==> src/rtl/load_store_unit_if.sv <==
//------------------------------------------------------------------------------
// Module      : load_store_unit_if
// Description : Core-side request/response and memory-port bundle for the LSU.
// Revision    : 1.0 - initial release
//------------------------------------------------------------------------------
`default_nettype none

interface load_store_unit_if;
  logic        req_valid;
  logic        req_ready;
  logic        req_we;
  logic [2:0]  req_funct3;
  logic [31:0] req_addr;
  logic [31:0] req_wdata;
  logic        rsp_valid;
  logic [31:0] rsp_rdata;
  logic        rsp_err;
  logic        mem_we;
  logic [31:0] mem_a;
  logic [31:0] mem_wd;
  logic [31:0] mem_rd;

  modport slave (
    input  req_valid, req_we, req_funct3, req_addr, req_wdata, mem_rd,
    output req_ready, rsp_valid, rsp_rdata, rsp_err, mem_we, mem_a, mem_wd
  );

  modport master (
    output req_valid, req_we, req_funct3, req_addr, req_wdata, mem_rd,
    input  req_ready, rsp_valid, rsp_rdata, rsp_err, mem_we, mem_a, mem_wd
  );
endinterface

`default_nettype wire

==> src/rtl/load_store_unit.sv <==
//------------------------------------------------------------------------------
// Module      : load_store_unit
// Description : RV32I load/store unit; sub-word stores done as read-modify-write.
//               Define LSU_ALIGN_CHECK_EN to flag misaligned accesses as errors.
// Revision    : 1.0 - initial release
//------------------------------------------------------------------------------
`default_nettype none

module load_store_unit #(
  parameter int WORD_SHIFT = 2
) (
  input  wire logic         CLK,
  input  wire logic         rst,
  load_store_unit_if.slave  bus
);

  typedef enum logic [1:0] {
    S_IDLE  = 2'd0,
    S_READ  = 2'd1,
    S_WRITE = 2'd2,
    S_RESP  = 2'd3
  } state_e;

  state_e      state_q, state_d;
  logic        we_q, we_d;
  logic [2:0]  f3_q, f3_d;
  logic [1:0]  lane_q, lane_d;
  logic [15:0] wdata_q, wdata_d;
  logic [31:0] mem_a_q, mem_a_d;
  logic [31:0] mem_wd_q, mem_wd_d;
  logic [31:0] rdata_q, rdata_d;
  logic        err_q, err_d;

  logic        accept;
  logic        illegal;
  logic        misaligned;
  logic        req_err;
  logic [31:0] addr_eff;
  logic [7:0]  rd_byte;
  logic [15:0] rd_half;
  logic [31:0] load_ext;
  logic [31:0] merged;

  assign accept = bus.req_valid && bus.req_ready;

  always_comb begin
    if (bus.req_we) begin
      illegal = bus.req_funct3[2] || (bus.req_funct3[1:0] == 2'b11);
    end else begin
      illegal = (bus.req_funct3[1:0] == 2'b11) || (bus.req_funct3 == 3'b110);
    end
    misaligned = ((bus.req_funct3[1:0] == 2'b01) && bus.req_addr[0]) ||
                 ((bus.req_funct3[1:0] == 2'b10) && (bus.req_addr[1:0] != 2'b00));
    addr_eff = bus.req_addr;
`ifdef LSU_ALIGN_CHECK_EN
    req_err = illegal || misaligned;
`else
    // Misalignment is silently fixed by rounding down to natural alignment.
    req_err = illegal;
    if (bus.req_funct3[1:0] == 2'b01) begin
      addr_eff[0] = 1'b0;
    end
    if (bus.req_funct3[1:0] == 2'b10) begin
      addr_eff[1:0] = 2'b00;
    end
`endif
  end

  always_comb begin
    case (lane_q)
      2'd0:    rd_byte = bus.mem_rd[7:0];
      2'd1:    rd_byte = bus.mem_rd[15:8];
      2'd2:    rd_byte = bus.mem_rd[23:16];
      default: rd_byte = bus.mem_rd[31:24];
    endcase
    rd_half = lane_q[1] ? bus.mem_rd[31:16] : bus.mem_rd[15:0];

    case (f3_q)
      3'b000:  load_ext = {{24{rd_byte[7]}}, rd_byte};
      3'b001:  load_ext = {{16{rd_half[15]}}, rd_half};
      3'b100:  load_ext = {24'd0, rd_byte};
      3'b101:  load_ext = {16'd0, rd_half};
      default: load_ext = bus.mem_rd;
    endcase

    merged = bus.mem_rd;
    if (f3_q[1:0] == 2'b00) begin
      case (lane_q)
        2'd0:    merged[7:0]   = wdata_q[7:0];
        2'd1:    merged[15:8]  = wdata_q[7:0];
        2'd2:    merged[23:16] = wdata_q[7:0];
        default: merged[31:24] = wdata_q[7:0];
      endcase
    end else if (lane_q[1]) begin
      merged[31:16] = wdata_q;
    end else begin
      merged[15:0] = wdata_q;
    end
  end

  always_comb begin
    state_d  = state_q;
    we_d     = we_q;
    f3_d     = f3_q;
    lane_d   = lane_q;
    wdata_d  = wdata_q;
    mem_a_d  = mem_a_q;
    mem_wd_d = mem_wd_q;
    rdata_d  = rdata_q;
    err_d    = err_q;
    case (state_q)
      S_IDLE: begin
        if (accept) begin
          we_d    = bus.req_we;
          f3_d    = bus.req_funct3;
          lane_d  = addr_eff[1:0];
          wdata_d = bus.req_wdata[15:0];
          err_d   = req_err;
          rdata_d = 32'd0;
          if (req_err) begin
            state_d = S_RESP;
          end else begin
            mem_a_d = addr_eff >> WORD_SHIFT;
            if (bus.req_we && (bus.req_funct3[1:0] == 2'b10)) begin
              mem_wd_d = bus.req_wdata;
              state_d  = S_WRITE;
            end else begin
              state_d = S_READ;
            end
          end
        end
      end
      S_READ: begin
        if (we_q) begin
          mem_wd_d = merged;
          state_d  = S_WRITE;
        end else begin
          rdata_d = load_ext;
          state_d = S_RESP;
        end
      end
      S_WRITE: state_d = S_RESP;
      default: state_d = S_IDLE;
    endcase
  end

  always_ff @(posedge CLK or posedge rst) begin
    if (rst) begin
      state_q  <= S_IDLE;
      we_q     <= 1'b0;
      f3_q     <= 3'd0;
      lane_q   <= 2'd0;
      wdata_q  <= 16'd0;
      mem_a_q  <= 32'd0;
      mem_wd_q <= 32'd0;
      rdata_q  <= 32'd0;
      err_q    <= 1'b0;
    end else begin
      state_q  <= state_d;
      we_q     <= we_d;
      f3_q     <= f3_d;
      lane_q   <= lane_d;
      wdata_q  <= wdata_d;
      mem_a_q  <= mem_a_d;
      mem_wd_q <= mem_wd_d;
      rdata_q  <= rdata_d;
      err_q    <= err_d;
    end
  end

  // Gating with rst keeps the unit from advertising readiness during reset.
  assign bus.req_ready = (state_q == S_IDLE) && !rst;
  assign bus.rsp_valid = (state_q == S_RESP);
  assign bus.rsp_rdata = rdata_q;
  assign bus.rsp_err   = err_q;
  assign bus.mem_we    = (state_q == S_WRITE);
  assign bus.mem_a     = mem_a_q;
  assign bus.mem_wd    = mem_wd_q;

endmodule

`default_nettype wire
==> src/flat_wrapper.sv <==
// flat-port wrapper written by rule: the top's interface ports become plain ports
module load_store_unit_flat 
#(
  parameter int WORD_SHIFT = 2
)
  (CLK, rst, bus_req_valid, bus_req_we, bus_req_funct3, bus_req_addr, bus_req_wdata, bus_mem_rd, bus_req_ready, bus_rsp_valid, bus_rsp_rdata, bus_rsp_err, bus_mem_we, bus_mem_a, bus_mem_wd);
  load_store_unit_if bus_i ();
  input  wire logic CLK;
  input  wire logic rst;
  input wire logic [$bits(bus_i.req_valid)-1:0] bus_req_valid;
  input wire logic [$bits(bus_i.req_we)-1:0] bus_req_we;
  input wire logic [$bits(bus_i.req_funct3)-1:0] bus_req_funct3;
  input wire logic [$bits(bus_i.req_addr)-1:0] bus_req_addr;
  input wire logic [$bits(bus_i.req_wdata)-1:0] bus_req_wdata;
  input wire logic [$bits(bus_i.mem_rd)-1:0] bus_mem_rd;
  output wire logic [$bits(bus_i.req_ready)-1:0] bus_req_ready;
  output wire logic [$bits(bus_i.rsp_valid)-1:0] bus_rsp_valid;
  output wire logic [$bits(bus_i.rsp_rdata)-1:0] bus_rsp_rdata;
  output wire logic [$bits(bus_i.rsp_err)-1:0] bus_rsp_err;
  output wire logic [$bits(bus_i.mem_we)-1:0] bus_mem_we;
  output wire logic [$bits(bus_i.mem_a)-1:0] bus_mem_a;
  output wire logic [$bits(bus_i.mem_wd)-1:0] bus_mem_wd;
  assign bus_i.req_valid = bus_req_valid;
  assign bus_i.req_we = bus_req_we;
  assign bus_i.req_funct3 = bus_req_funct3;
  assign bus_i.req_addr = bus_req_addr;
  assign bus_i.req_wdata = bus_req_wdata;
  assign bus_i.mem_rd = bus_mem_rd;
  assign bus_req_ready = bus_i.req_ready;
  assign bus_rsp_valid = bus_i.rsp_valid;
  assign bus_rsp_rdata = bus_i.rsp_rdata;
  assign bus_rsp_err = bus_i.rsp_err;
  assign bus_mem_we = bus_i.mem_we;
  assign bus_mem_a = bus_i.mem_a;
  assign bus_mem_wd = bus_i.mem_wd;
  load_store_unit #(.WORD_SHIFT(WORD_SHIFT)) u_core (.CLK(CLK), .rst(rst), .bus(bus_i));
endmodule
==> config.mk <==
export PLATFORM = sky130hd
export DESIGN_NAME = load_store_unit_flat
export DESIGN_NICKNAME = d
export VERILOG_FILES = /design/src/rtl/load_store_unit_if.sv /design/src/rtl/load_store_unit.sv /design/src/flat_wrapper.sv
export SDC_FILE = /design/constraint.sdc
export NUM_CORES = 1
export LEC_CHECK = 0
export CAP_MARGIN = 10
export CORE_UTILIZATION = 42
export DETAILED_ROUTE_END_ITERATION = 8
export GPL_ROUTABILITY_DRIVEN = 0
export PLACE_DENSITY_LB_ADDON = 0.15
export SYNTH_ARGS = -nofsm -noshare
export SYNTH_HDL_FRONTEND = slang
export SYNTH_SLANG_ARGS = --single-unit
==> constraint.sdc <==
create_clock -name CLK -period 4.2 [get_ports CLK]
set_input_delay 1.05 -clock CLK [delete_from_list [all_inputs] [get_ports CLK]]
set_output_delay 1.05 -clock CLK [all_outputs]
set_load 0.01 [all_outputs]
==> summary.md <==
| Metric | Value |
|---|---|
| Proportion of layout cells with a drive suffix above 1 | 10.3% |
| Die span in x | 124 um |
| FMAX | 0.307 GHz |
| GRT Total Usage | 26.7% |
| Setup ws final | 0.938 ns |
| Leading area contributor after synthesis | dfrtp_1 |
| Vias in the first global route | 5578 |
| Top-count cell post-synth | dfrtp_1 |
| Final period utilization | 77.7% |
| CP max FO | 5 |
| MaxCap Viol Count | 0 |
| Die area | 15300 um^2 |
| Dpl ws | 0.939 ns |
| RSZ-0062 raised after global routing | false |
| Crit Path Category | input port to output pin |
| DR iter-0 viols | 556 |
| Drt drc | 0 |
| H-tree depth | 4 |
| Max Slew Vio Count | 0 |
| Vias per cell | 5.79 |
| Hold Crit Class | flip-flop to flip-flop |
| Routed vias | 5556 |
| Top_reg_cell synth | dfrtp_1 |
| Least-Margin Pin Slew | 0.975 ns |
| Initial Util | 43.0% |
| Nets | 870 |
| HPWL after DPL | 14200 um |
| Crit end category | output pin |
| Syn Inst Count | 574 |
| Cts hold-fix bufs | 0 |
| Ant diodes | 0 |
| Clk_lat worst skew | 0.42 ns |
| Post-CTS Setup Bufs | 0 |
| Synthesized cell area | 6220 um^2 |
| TritonCTS clock tree | done |
| #FFs+latches synth | 119 |
| Post-Route WL | 19700 um |
| Post-synthesis sequential area ratio | 47.9% |
| Ys async rst share | 100% |
| Ranking of synthesized cells by area | dfrtp_1, mux2i_1, nand2_1 |
| Grt ovf | 0 |
| Antenna violations before repair | 0 |
| Leakage power | 0.00387 uW |
| Die height | 124 um |
| Layout area overhead | 43.2% |
| Synth warn | 0 |
| Status | finished, final reports clean |
| First-pass GRT wire length | 30300 um |
| Netlist cell types | 54 |
| DR pass1 iterations | 6 |
| Fillcell total | 1187 |
| Resized cells post-CTS | 0 |
| Port Buffer Count | 200 |
| Synth top area share | 47.9% |
| CP required | 3.15 ns |
| Clock transition at path regs | 0.05 ns |
| Critical Path Source Type | input port |
| Arrival time of the worst setup path | 2.21 ns |
| Clock sink count | 119 |
| # IOs | 203 |
| Core area | 14500 um^2 |
| Final Critical Period | 3.26 ns |
| Worst slew margin | 34.8% |
| Clock buffer count from CTS | 17 |
| Post-synth EDFFs | 0 |
| Final setup viols | 0 |
| Clock root buffer | clkbuf_16 |
| DRT antenna net count | 0 |
| Mean routed wirelength per cell | 20.5 um |
| Most frequent cells after synthesis | dfrtp_1, nand2_1, nand2b_1 |
| Largest net degree at the start of global routing | 56 |
| Synth Area per Inst | 10.8 um^2 |
| CTS max path bufs | 2 |
| Final hold violation count | 0 |
| Peak VDD IR | 368 uV |
| FP Rows | 44 |
| Power per cell area | 759 nW/um^2 |
| Setup TNS Final | 0 ns |
| Setup Skew | 0.00695 ns |
==> critical path, stage by stage <==
cell             delay, ns
clkdlybuf4s50_1       0.50
nor2_1                0.12
clkdlybuf4s50_1       0.54
==> report_power, final <==
part | total (uW) | leakage, uW | switching (uW) | internal, uW
registers | 2160 | 0.00152 | 462 | 1700
clock network | 1450 | 0.000292 | 517 | 929
logic | 3160 | 0.00206 | 1480 | 1690
total | 6770 | 0.00387 | 2450 | 4310
==> flip-flops by register name, indices dropped and copies added, names as in the netlist, 2 cells and up <==
signal,count
u_core.f3_q,3
u_core.state_q,2
u_core.bus.mem_a,30
u_core.wdata_q,16
u_core.lane_q,2
u_core.bus.rsp_rdata,32
u_core.bus.mem_wd,32
==> layout make-up <==
class                   count  area, um^2  area share [%]
flip-flops and latches    119        2980            33.4
clock buffers              23         488            5.48
multi-input cells         408        3000            33.6
repair buffers            211        2100            23.5
clock inverters             9        97.6            1.10
inverters                   6        26.3           0.295
well taps                 184         230            2.58
==> kinds of logic after synthesis <==
kind of cell	synth area share [%]
AO/OA/AOI/OAI	15.0
XOR/XNOR	0.141
adder cells (fa/ha/maj)	0.804
buffers and inverters	4.18
flip-flops	47.9
multiplexers	15.6
other	0.0603
AND/OR/NAND/NOR	16.3
==> layer usage <==
layer / vias to the layer above / routed length [um] / track usage [%]
met4: 0 / 329 / 7.91
met1: 2791 / 8210 / 34.5
met2: 270 / 9590 / 43.8
li1: 2471 / - / -
met3: 24 / 1590 / 7.10
met5: - / 0 / 0
==> per-stage QoR <==
step | total power (uW) | instances | util [%] | instance area (um^2) | hold WS [ns]
5_1_grt | 7140 | 960 | 61.6 | 8910 | 0.500
3_5_place_dp | 5310 | 927 | 57.5 | 8320 | 0.482
2_1_floorplan | 3870 | 575 | - | 6230 | 0.467
6_report | 6770 | 960 | 61.6 | 8910 | 0.488
4_1_cts | 6790 | 959 | 61.5 | 8900 | 0.493
3_3_place_gp | 5210 | 927 | 57.5 | 8320 | 0.474
==> path summary, 6_finish.rpt <==
check	from	to	slack [ns]	cells past startpoint
setup / recovery	rst	bus_req_ready	0.94	3
max in group asynchronous	rst	u_core.bus.rsp_rdata[22]	2.07	3
hold reg to reg	u_core.bus.mem_a[25]	u_core.bus.mem_a[25]	0.49	1
min in group asynchronous	rst	u_core.bus.mem_a[3]	1.27	2
setup reg to reg	u_core.state_q[1]	u_core.bus.rsp_rdata[21]	1.52	6
hold / removal	u_core.bus.mem_a[25]	u_core.bus.mem_a[25]	0.49	1
==> cell usage in the layout, fill, tap and decap left out, types with 2 or more instances in the layout <==
cell / count
clkdlybuf4s50_1: 200
dfrtp_1: 119
nand2_1: 89
nand2b_1: 38
mux2i_1: 34
mux2_1: 29
mux2_2: 27
a21oi_1: 22
a221o_1: 22
nor2_1: 17
a32o_1: 17
clkbuf_16: 17
nand3b_1: 16
o221ai_1: 16
nor2b_1: 10
buf_4: 10
o21ai_0: 8
a22oi_1: 7
nand3_1: 7
nor4_1: 6
clkinv_2: 6
nor3_1: 4
inv_1: 4
ha_1: 4
clkbuf_8: 4
and2_1: 3
and2b_1: 2
o22ai_1: 2
clkinvlp_4: 2
o21ai_1: 2
conb_1: 2
clkbuf_1: 2
bufinv_16: 2
Note: power is estimated with default switching activity, not from simulation.
